File: src/rtl/reg_watch_pkg.sv
// rtl/reg_watch_pkg.sv - shared encodings and defaults for the register-file monitor
// Contents:
//   state_e          : FSM state encoding seen on state_o (IDLE..TIMEOUT)
//   DEFAULT_DONE_REG : register whose nonzero write ends a test
//   DEFAULT_PASS_REG : register holding the result code
//   PASS_CODE        : result code value that means pass
package reg_watch_pkg;

   typedef enum logic [2:0] {
      ST_IDLE    = 3'd0,
      ST_RUN     = 3'd1,
      ST_PASS    = 3'd2,
      ST_FAIL    = 3'd3,
      ST_TIMEOUT = 3'd4
   } state_e;

   localparam int DEFAULT_DONE_REG = 26;
   localparam int DEFAULT_PASS_REG = 27;
   localparam int PASS_CODE        = 1;

endpackage

File: src/rtl/reg_watch_if.sv
// rtl/reg_watch_if.sv - register write-port snoop and event stream bundle
// Signals:
//   wr_en, wr_addr, wr_data         : register-file write port (core -> monitor)
//   evt_valid, evt_idx, evt_data    : head event (monitor -> consumer)
//   evt_ready                       : consumer accepts head event
// Modports: master = core/consumer side, slave = monitor side.
interface reg_watch_if #(
   parameter int XLEN = 32
);
   logic            wr_en;
   logic [4:0]      wr_addr;
   logic [XLEN-1:0] wr_data;
   logic            evt_valid;
   logic            evt_ready;
   logic [4:0]      evt_idx;
   logic [XLEN-1:0] evt_data;

   modport master (
      output wr_en, wr_addr, wr_data, evt_ready,
      input  evt_valid, evt_idx, evt_data
   );

   modport slave (
      input  wr_en, wr_addr, wr_data, evt_ready,
      output evt_valid, evt_idx, evt_data
   );
endinterface

File: src/rtl/reg_watch_fifo.sv
// rtl/reg_watch_fifo.sv - synchronous event FIFO, registered storage, no fall-through
// Ports:
//   clk, rst_n : clock, asynchronous active-low reset
//   clr        : synchronous flush of all entries
//   push, din  : write request and data (dropped when full unless popping)
//   pop        : read request (ignored when empty)
//   dout       : head entry, zero when empty
//   full,empty : occupancy flags
module reg_watch_fifo #(
   parameter int WIDTH = 37,
   parameter int DEPTH = 4
) (
   input  logic             clk,
   input  logic             rst_n,
   input  logic             clr,
   input  logic             push,
   input  logic             pop,
   input  logic [WIDTH-1:0] din,
   output logic [WIDTH-1:0] dout,
   output logic             full,
   output logic             empty
);
   localparam int AW = $clog2(DEPTH);

   logic [WIDTH-1:0] mem [DEPTH];
   logic [AW-1:0]    rd_ptr;
   logic [AW-1:0]    wr_ptr;
   logic [AW:0]      count;
   logic             do_pop;
   logic             do_push;

   assign full    = (count == (AW+1)'(DEPTH));
   assign empty   = (count == '0);
   assign do_pop  = pop && !empty;
   // A pop in the same cycle frees the slot, so a push into a full FIFO still lands.
   assign do_push = push && (!full || do_pop);
   assign dout    = empty ? '0 : mem[rd_ptr];

   always_ff @(posedge clk or negedge rst_n) begin
      if (!rst_n) begin
         rd_ptr <= '0;
         wr_ptr <= '0;
         count  <= '0;
      end else if (clr) begin
         rd_ptr <= '0;
         wr_ptr <= '0;
         count  <= '0;
      end else begin
         if (do_push) wr_ptr <= wr_ptr + 1'b1;
         if (do_pop)  rd_ptr <= rd_ptr + 1'b1;
         case ({do_push, do_pop})
            2'b10:   count <= count + 1'b1;
            2'b01:   count <= count - 1'b1;
            default: count <= count;
         endcase
      end
   end

   always_ff @(posedge clk) begin
      if (do_push && !clr) mem[wr_ptr] <= din;
   end
endmodule

File: src/rtl/reg_watch.sv
// rtl/reg_watch.sv - register-file monitor: shadow window, change events, completion FSM
// Ports:
//   clk, rst_n   : clock, asynchronous active-low reset
//   start        : one-cycle pulse, arms the monitor from IDLE or a terminal state
//   bus          : write-port snoop in, event stream out (reg_watch_if.slave)
//   watch_val    : shadow values, slice i = register WATCH_BASE+i
//   evt_overflow : sticky, an event was dropped
//   state_o      : FSM state (reg_watch_pkg::state_e)
//   cycle_cnt    : saturating RUN cycle count
// Build option: REG_WATCH_EVT_FIFO_EN enables the event FIFO; otherwise events are tied off.
module reg_watch
   import reg_watch_pkg::*;
#(
   parameter int XLEN           = 32,
   parameter int NUM_WATCH      = 3,
   parameter int WATCH_BASE     = 27,
   parameter int DONE_REG       = DEFAULT_DONE_REG,
   parameter int PASS_REG       = DEFAULT_PASS_REG,
   parameter int TIMEOUT_CYCLES = 100000,
   parameter int FIFO_DEPTH     = 4
) (
   input  logic                      clk,
   input  logic                      rst_n,
   input  logic                      start,
   reg_watch_if.slave                bus,
   output logic [NUM_WATCH*XLEN-1:0] watch_val,
   output logic                      evt_overflow,
   output logic [2:0]                state_o,
   output logic [31:0]               cycle_cnt
);
   state_e          state;
   state_e          state_nx;
   logic [XLEN-1:0] shadow [NUM_WATCH];
   logic [XLEN-1:0] pass_shadow;
   logic            qual;
   logic            arm;
   logic            hit;
   logic            changed;
   logic            push;
   logic            done_hit;
   logic            timeout_hit;

   assign qual        = bus.wr_en && (bus.wr_addr != 5'd0);
   assign arm         = start && (state != ST_RUN);
   assign done_hit    = (state == ST_RUN) && qual && (bus.wr_addr == 5'(DONE_REG)) && (bus.wr_data != '0);
   assign timeout_hit = (cycle_cnt == 32'(TIMEOUT_CYCLES - 1));
   assign push        = (state == ST_RUN) && qual && hit && changed;
   assign state_o     = state;

   always_comb begin
      hit     = 1'b0;
      changed = 1'b0;
      for (int i = 0; i < NUM_WATCH; i++) begin
         if (bus.wr_addr == 5'(WATCH_BASE + i)) begin
            hit     = 1'b1;
            changed = (shadow[i] != bus.wr_data);
         end
      end
   end

   // Shadows track writes in every state; start does not clear them.
   always_ff @(posedge clk or negedge rst_n) begin
      if (!rst_n) begin
         for (int i = 0; i < NUM_WATCH; i++) shadow[i] <= '0;
         pass_shadow <= '0;
      end else begin
         for (int i = 0; i < NUM_WATCH; i++) begin
            if (qual && (bus.wr_addr == 5'(WATCH_BASE + i))) shadow[i] <= bus.wr_data;
         end
         // Kept separately so PASS_REG may lie outside the watch window.
         if (qual && (bus.wr_addr == 5'(PASS_REG))) pass_shadow <= bus.wr_data;
      end
   end

   for (genvar g = 0; g < NUM_WATCH; g++) begin : g_watch
      assign watch_val[g*XLEN +: XLEN] = shadow[g];
   end

   always_ff @(posedge clk or negedge rst_n) begin
      if (!rst_n) state <= ST_IDLE;
      else        state <= state_nx;
   end

   always_comb begin
      state_nx = state;
      case (state)
         ST_RUN: begin
            // DONE is checked first so it wins over a coincident timeout.
            if (done_hit)
               state_nx = (pass_shadow == XLEN'(PASS_CODE)) ? ST_PASS : ST_FAIL;
            else if (timeout_hit)
               state_nx = ST_TIMEOUT;
         end
         default: begin
            if (start) state_nx = ST_RUN;
         end
      endcase
   end

   // Counts RUN cycles that stay in RUN, so the count freezes at TIMEOUT_CYCLES-1 on timeout.
   always_ff @(posedge clk or negedge rst_n) begin
      if (!rst_n)
         cycle_cnt <= '0;
      else if (arm)
         cycle_cnt <= '0;
      else if ((state == ST_RUN) && (state_nx == ST_RUN) && (cycle_cnt != '1))
         cycle_cnt <= cycle_cnt + 1'b1;
   end

`ifdef REG_WATCH_EVT_FIFO_EN
   logic            fifo_full;
   logic            fifo_empty;
   logic [4+XLEN:0] fifo_dout;
   logic            ovf_q;

   reg_watch_fifo #(
      .WIDTH (5 + XLEN),
      .DEPTH (FIFO_DEPTH)
   ) u_fifo (
      .clk   (clk),
      .rst_n (rst_n),
      .clr   (arm),
      .push  (push),
      .pop   (bus.evt_ready),
      .din   ({bus.wr_addr, bus.wr_data}),
      .dout  (fifo_dout),
      .full  (fifo_full),
      .empty (fifo_empty)
   );

   always_ff @(posedge clk or negedge rst_n) begin
      if (!rst_n)
         ovf_q <= 1'b0;
      else if (arm)
         ovf_q <= 1'b0;
      else if (push && fifo_full && !bus.evt_ready)
         ovf_q <= 1'b1;
   end

   assign bus.evt_valid              = !fifo_empty;
   assign {bus.evt_idx, bus.evt_data} = fifo_dout;
   assign evt_overflow               = ovf_q;
`else
   logic unused_evt;
   assign unused_evt   = bus.evt_ready ^ push;
   assign bus.evt_valid = 1'b0;
   assign bus.evt_idx   = '0;
   assign bus.evt_data  = '0;
   assign evt_overflow  = 1'b0;
`endif
endmodule

File: src/flat_wrapper.sv
// flat-port wrapper written by rule: the top's interface ports become plain ports
module reg_watch_flat import reg_watch_pkg::*;
#(
   parameter int XLEN           = 32,
   parameter int NUM_WATCH      = 3,
   parameter int WATCH_BASE     = 27,
   parameter int DONE_REG       = DEFAULT_DONE_REG,
   parameter int PASS_REG       = DEFAULT_PASS_REG,
   parameter int TIMEOUT_CYCLES = 100000,
   parameter int FIFO_DEPTH     = 4
)
  (clk, rst_n, start, watch_val, evt_overflow, state_o, cycle_cnt, bus_wr_en, bus_wr_addr, bus_wr_data, bus_evt_ready, bus_evt_valid, bus_evt_idx, bus_evt_data);
  reg_watch_if #(.XLEN(XLEN)) bus_i ();
  input  logic clk;
  input  logic rst_n;
  input  logic start;
  output logic [NUM_WATCH*XLEN-1:0] watch_val;
  output logic evt_overflow;
  output logic [2:0] state_o;
  output logic [31:0] cycle_cnt;
  input wire logic [$bits(bus_i.wr_en)-1:0] bus_wr_en;
  input wire logic [$bits(bus_i.wr_addr)-1:0] bus_wr_addr;
  input wire logic [$bits(bus_i.wr_data)-1:0] bus_wr_data;
  input wire logic [$bits(bus_i.evt_ready)-1:0] bus_evt_ready;
  output wire logic [$bits(bus_i.evt_valid)-1:0] bus_evt_valid;
  output wire logic [$bits(bus_i.evt_idx)-1:0] bus_evt_idx;
  output wire logic [$bits(bus_i.evt_data)-1:0] bus_evt_data;
  assign bus_i.wr_en = bus_wr_en;
  assign bus_i.wr_addr = bus_wr_addr;
  assign bus_i.wr_data = bus_wr_data;
  assign bus_i.evt_ready = bus_evt_ready;
  assign bus_evt_valid = bus_i.evt_valid;
  assign bus_evt_idx = bus_i.evt_idx;
  assign bus_evt_data = bus_i.evt_data;
  reg_watch #(.XLEN(XLEN), .NUM_WATCH(NUM_WATCH), .WATCH_BASE(WATCH_BASE), .DONE_REG(DONE_REG), .PASS_REG(PASS_REG), .TIMEOUT_CYCLES(TIMEOUT_CYCLES), .FIFO_DEPTH(FIFO_DEPTH)) u_core (.clk(clk), .rst_n(rst_n), .start(start), .bus(bus_i), .watch_val(watch_val), .evt_overflow(evt_overflow), .state_o(state_o), .cycle_cnt(cycle_cnt));
endmodule
File: config.mk
export PLATFORM = sky130hd
export DESIGN_NAME = reg_watch_flat
export DESIGN_NICKNAME = d
export VERILOG_FILES = /design/src/rtl/reg_watch_pkg.sv /design/src/rtl/reg_watch_if.sv /design/src/rtl/reg_watch_fifo.sv /design/src/rtl/reg_watch.sv /design/src/flat_wrapper.sv
export SDC_FILE = /design/constraint.sdc
export NUM_CORES = 1
export LEC_CHECK = 0
export CAP_MARGIN = 10
export CELL_PAD_IN_SITES_DETAIL_PLACEMENT = 0
export CELL_PAD_IN_SITES_GLOBAL_PLACEMENT = 1
export CORE_ASPECT_RATIO = 0.8
export CORE_MARGIN = 2
export CORE_UTILIZATION = 40
export CTS_CLUSTER_SIZE = 8
export DETAILED_ROUTE_END_ITERATION = 10
export DONT_BUFFER_PORTS = 1
export PLACE_DENSITY = 0.71
export SLEW_MARGIN = 20
export SYNTH_ARGS = -nofsm -noshare
export SYNTH_HDL_FRONTEND = slang
export SYNTH_SLANG_ARGS = --single-unit
File: constraint.sdc
create_clock -name clk -period 6.62 [get_ports clk]
set_clock_uncertainty 0.1 [all_clocks]
set_input_delay 0.331 -clock clk [delete_from_list [all_inputs] [get_ports clk]]
set_output_delay 0.331 -clock clk [all_outputs]
set_load 0.01 [all_outputs]
== Word level (Yosys, flattened, before mapping) ==
Cells that the tools add are included.

* Flip-flop bits (word level): 131
* Word-level logic and storage cells: 36

* Reductions and logical operators: 13
* Add/subtract/negate cells: 1
* Muxes and demuxes: 7
* Equal/unequal tests: 10

{| class="wikitable"
|+ Operators with widths
! operator !! number
|-
| $mux 32 || 2
|-
| $add 32x1->32 const B || 1
|-
| $eq 32x1->1 const B || 1
|-
| $eq 32x17->1 const B || 1
|-
| $ne 32x32->1 const B || 1
|-
| $reduce_bool 32->1 || 1
|-
| $eq 5x5->1 const B || 4
|-
| $mux 3 || 4
|-
| $logic_and 1x1->1 || 10
|-
| $eq 3x1->1 const B || 2
|-
| $reduce_bool 5->1 || 1
|-
| $ne 3x1->1 const B || 1
|-
| $reduce_bool 2->1 || 1
|-
| $mux 1 || 1
|}

== Longest topological paths before layout ==
* Word-level depth: 12
* Depth in mapped cells: 9
* Mapped depth without buffers: 8

== Least setup slack after synthesis ==
OpenSTA, ideal clock, no wires.

* Path type: reg-to-reg
* Start point: register u_core.cycle_cnt[0]
* End point: register u_core.cycle_cnt[14]
* Slack: 4.310 ns
* Required time: 6.454 ns
* Stages on the path, launching flop included: 9
* Path buffers: 0
* Arrival time: 2.144 ns
* Clock period less this slack: 2.310 ns
* Cell sequence: dfrtp_1 > ha_1 > and2_1 > nand3_1 > nor3_4 > a41oi_4 > nand2_2 > or4_1 > nand2_1

* Cells in the longest elaborated chain, start to end: 8

{| class="wikitable"
|+ Ends and longest elaborated chain
! element !! RTL line !! source
|-
| start: declaration || reg_watch.sv:29 || <nowiki>output logic [31:0] cycle_cnt</nowiki>
|-
| start signal: assignment || reg_watch.sv:107 || <nowiki>cycle_cnt <= cycle_cnt + 1'b1;</nowiki>
|-
| branches (longest 8 deep; another with $add 32x1->32) || - ||
|}

Several ways; the timed one is not identified. The select of a mux whose other input is x is not followed.
A chain may end at the register's enable or synchronous reset.

== Final worst setup path ==
* Start point: register u_core.cycle_cnt[0]
* End point: register u_core.cycle_cnt[27]

The elaborated chain is that of the path after synthesis.

==> metrics <==
status finished, final reports clean; CP startpoint kind flip-flop; grt ovf 0; setup TNS 0 ns; initial antenna violation count 0; Worst Path Arrival 3.42 ns; Core Area 0.0150 sq mm; Final Hold Vio Count 0; H-tree Lvls 4; crit path kind reg2reg; Synth top area share 53.9%; Placed Cells 654; Seq pwr share 50.2%; EDFF count, synth 0; Max-Cap Viols 0; P&R area growth vs syn 16.2%; DR pass1 iterations 4; switching power share of the total 31.4%; Fmax 0.316 GHz; Crit path max-delay family simple AND/OR/NAND/NOR gates; global-route wire length before repair 23,100 um; layout cells sized above 1 18.2%; Post-Layout Cell Count 721; n_diodes 0; GRT Total Usage 18.7%; vias in the first global route 4,064; final slew viol count 0; post-cts sizing count 0; Sw Pwr 717 uW; hold path startpoint start; Die Y 114 um; pre-CTS setup slack 3.46 ns; ys flop type dfrtp_1; num rows 40; Yosys reg bits 131; CTS buffer count 17; Setup crit start u_core.cycle_cnt[0]; GR Util met2 28.3%; Gate power share 10.0%; dpl hpwl 9590 um; leakage 0.00321 uW; clk sinks 131; worst path cell trace ha_1 -> and2_1 -> nand3_1 -> nor3_4 -> a41oi_4 -> nand2_2 -> or4_1 -> nand2_1; WL/cell 20.1 um; Worst setup EP type flip-flop; post-synthesis simple-gate area fraction 15.4%; CP max FO 19; antenna viol nets, final 0; largest family of logic cells by synthesized area multiplexers; Synth Area in Compound Gates 2.55%; type of the worst min-delay path in2reg; Final Setup Violations 0; drt initial violations 248; Slew @ Worst Pin 0.950 ns; M3 GR Usage 9.66%; post-synthesis sequential area ratio 53.9%; CP peak stage delay 0.70 ns; final RePlAce weighted congestion 0.790; worst setup margin 3.45 ns; io pins 212; VDD IR-drop max 0.187 mV; Post-route DRC 0; initial core utilization 40.6%; P_int 1570 uW; die footprint 0.0162 sq mm; hold_ws 0.0320 ns; Worst Path Required 6.87 ns; Clock Pin Slew Worst Setup and Hold Paths 0.06 ns; CP max-delay cell a41oi_4; top cells by area, synth dfrtp_1 54%, mux2_1 12%, mux2_2 5.7%; post-synthesis cell type count 49; busiest grt layer met2; Clock Path Buffers 2; CP Buf/Inv Count 0; min Tclk post-route 3.17 ns; number of vias per cell 5.37; largest area contributor in the netlist dfrtp_1; fin nets 562; CTS tree built; final worst-path cycle share 47.8%; Clock Latency Late Sink 0.42 ns; Routed WL 14,500 um; Synth Area in XOR/XNOR 3.02%; met1 Use GR 23.4%; mux cell area share after synthesis 18.3%; Die X 142 um; average size of a mapped cell 12.7 sq um; synth warn 0; detailed-route via count 3,875; ys async rst share 100%; CTS root buf clkbuf_16; Adder-Cell Fraction of Synth Area 0.206%; worst r2r src u_core.cycle_cnt[0]; RSZ-0062 raised after global routing no; pin count of the biggest net entering global routing 132; synthesized netlist cell count 479; pwr dens 323 mW/mm^2; Port Buffers 0; Syn Std Cell Area 0.00608 sq mm; worst relative slew slack 36.5%; clock share of power 39.9%
worst paths after layout:
path	end	slack [ns]	cells past startpoint
max reg2reg	u_core.cycle_cnt[27]	3.45	8
max in group asynchronous	u_core.watch_val[5]	5.44	2
min reg2reg	u_core.watch_val[61]	0.47	1
min in group asynchronous	u_core.cycle_cnt[9]	0.39	2
max	u_core.cycle_cnt[27]	3.45	8
min	u_core.state_o[1]	0.03	2
cells in the mapped netlist, types with 3 or more instances:
master and count:
a21oi_1 7, and2_1 3, and3_1 9, buf_4 41, buf_6 3, clkbuf_1 12, dfrtp_1 131, inv_1 3
mux2_1 65, mux2_2 31, mux2i_1 3, nand2_1 15, nand3_1 11, nand3_2 10, nand4_1 18, nor2_1 27
nor3_1 6, nor4_1 19, o211ai_1 3, o21ai_0 3, or3_1 6, xnor2_1 3, xor2_1 18
per-stage QoR:
step	utilization (%)	power [uW]	instance area, sq um
finish	47.2	2280	7070
global route	47.2	2400	7070
CTS	47.2	2310	7070
detailed placement	40.9	1350	6120
global placement	40.9	1340	6120
floorplan	-	1290	6220
power groups by stage:
stage	Sequential (uW)	Combinational (uW)	Clock [uW]
after floorplan	1110	180	0
after global placement	1160	179	0
after detailed placement	1160	189	0
after CTS	1150	230	934
after global routing	1170	258	973
final	1150	228	910
placed cells by master, fill, tap and decap left out, drive strengths merged, types with 4 or more instances in the layout:
| master | instances |
|---|---|
| o21ai | 5 |
| a21oi | 7 |
| and2 | 4 |
| nand3 | 22 |
| nor3 | 10 |
| nor4 | 21 |
| dlygate4sd3 | 34 |
| or3 | 6 |
| clkbuf | 18 |
| nor2 | 27 |
| inv | 14 |
| mux2 | 96 |
| nand4 | 19 |
| buf | 5 |
| conb | 39 |
| xor2 | 18 |
| and3 | 11 |
| dfrtp | 131 |
| nand2 | 16 |
state kept, by name, summed over array words and instances (netlist names):
name              flops
u_core.cycle_cnt     32
u_core.state_o        3
u_core.watch_val     96
per-layer routing:
layer  part of all wire, %  up-vias
met2                    46      167
li1                      -     1744
met3                    10       10
met5                     0        -
met4                  0.68        0
met1                    43     1954
cells by family (layout without fill, tap and decap cells):
kind of cell | count (synthesis) | in the layout
AO/OA/AOI/OAI | 20 | 20
XOR/XNOR | 21 | 21
adder cells (fa/ha/maj) | 1 | 1
buffers and inverters | 59 | 74
flip-flops | 131 | 131
multiplexers | 99 | 99
other | 1 | 39
AND/OR/NAND/NOR | 147 | 147
repair_timing:
action,CTS,global route
setup endpoints to repair,0,0
endpoints found under the hold margin,228,0
buffers inserted,0,0
hold buffers,35,0
area by class of cell:
cell class | instances | area, sq um
fill | 1336 | 7900
timing repair buffer | 39 | 398
sequential | 131 | 3280
multi-input combinational | 327 | 2570
tap | 189 | 236
clock inverter | 14 | 134
inverter | 3 | 11.3
clock buffer | 18 | 439
Note: power is estimated with default switching activity, not from simulation.
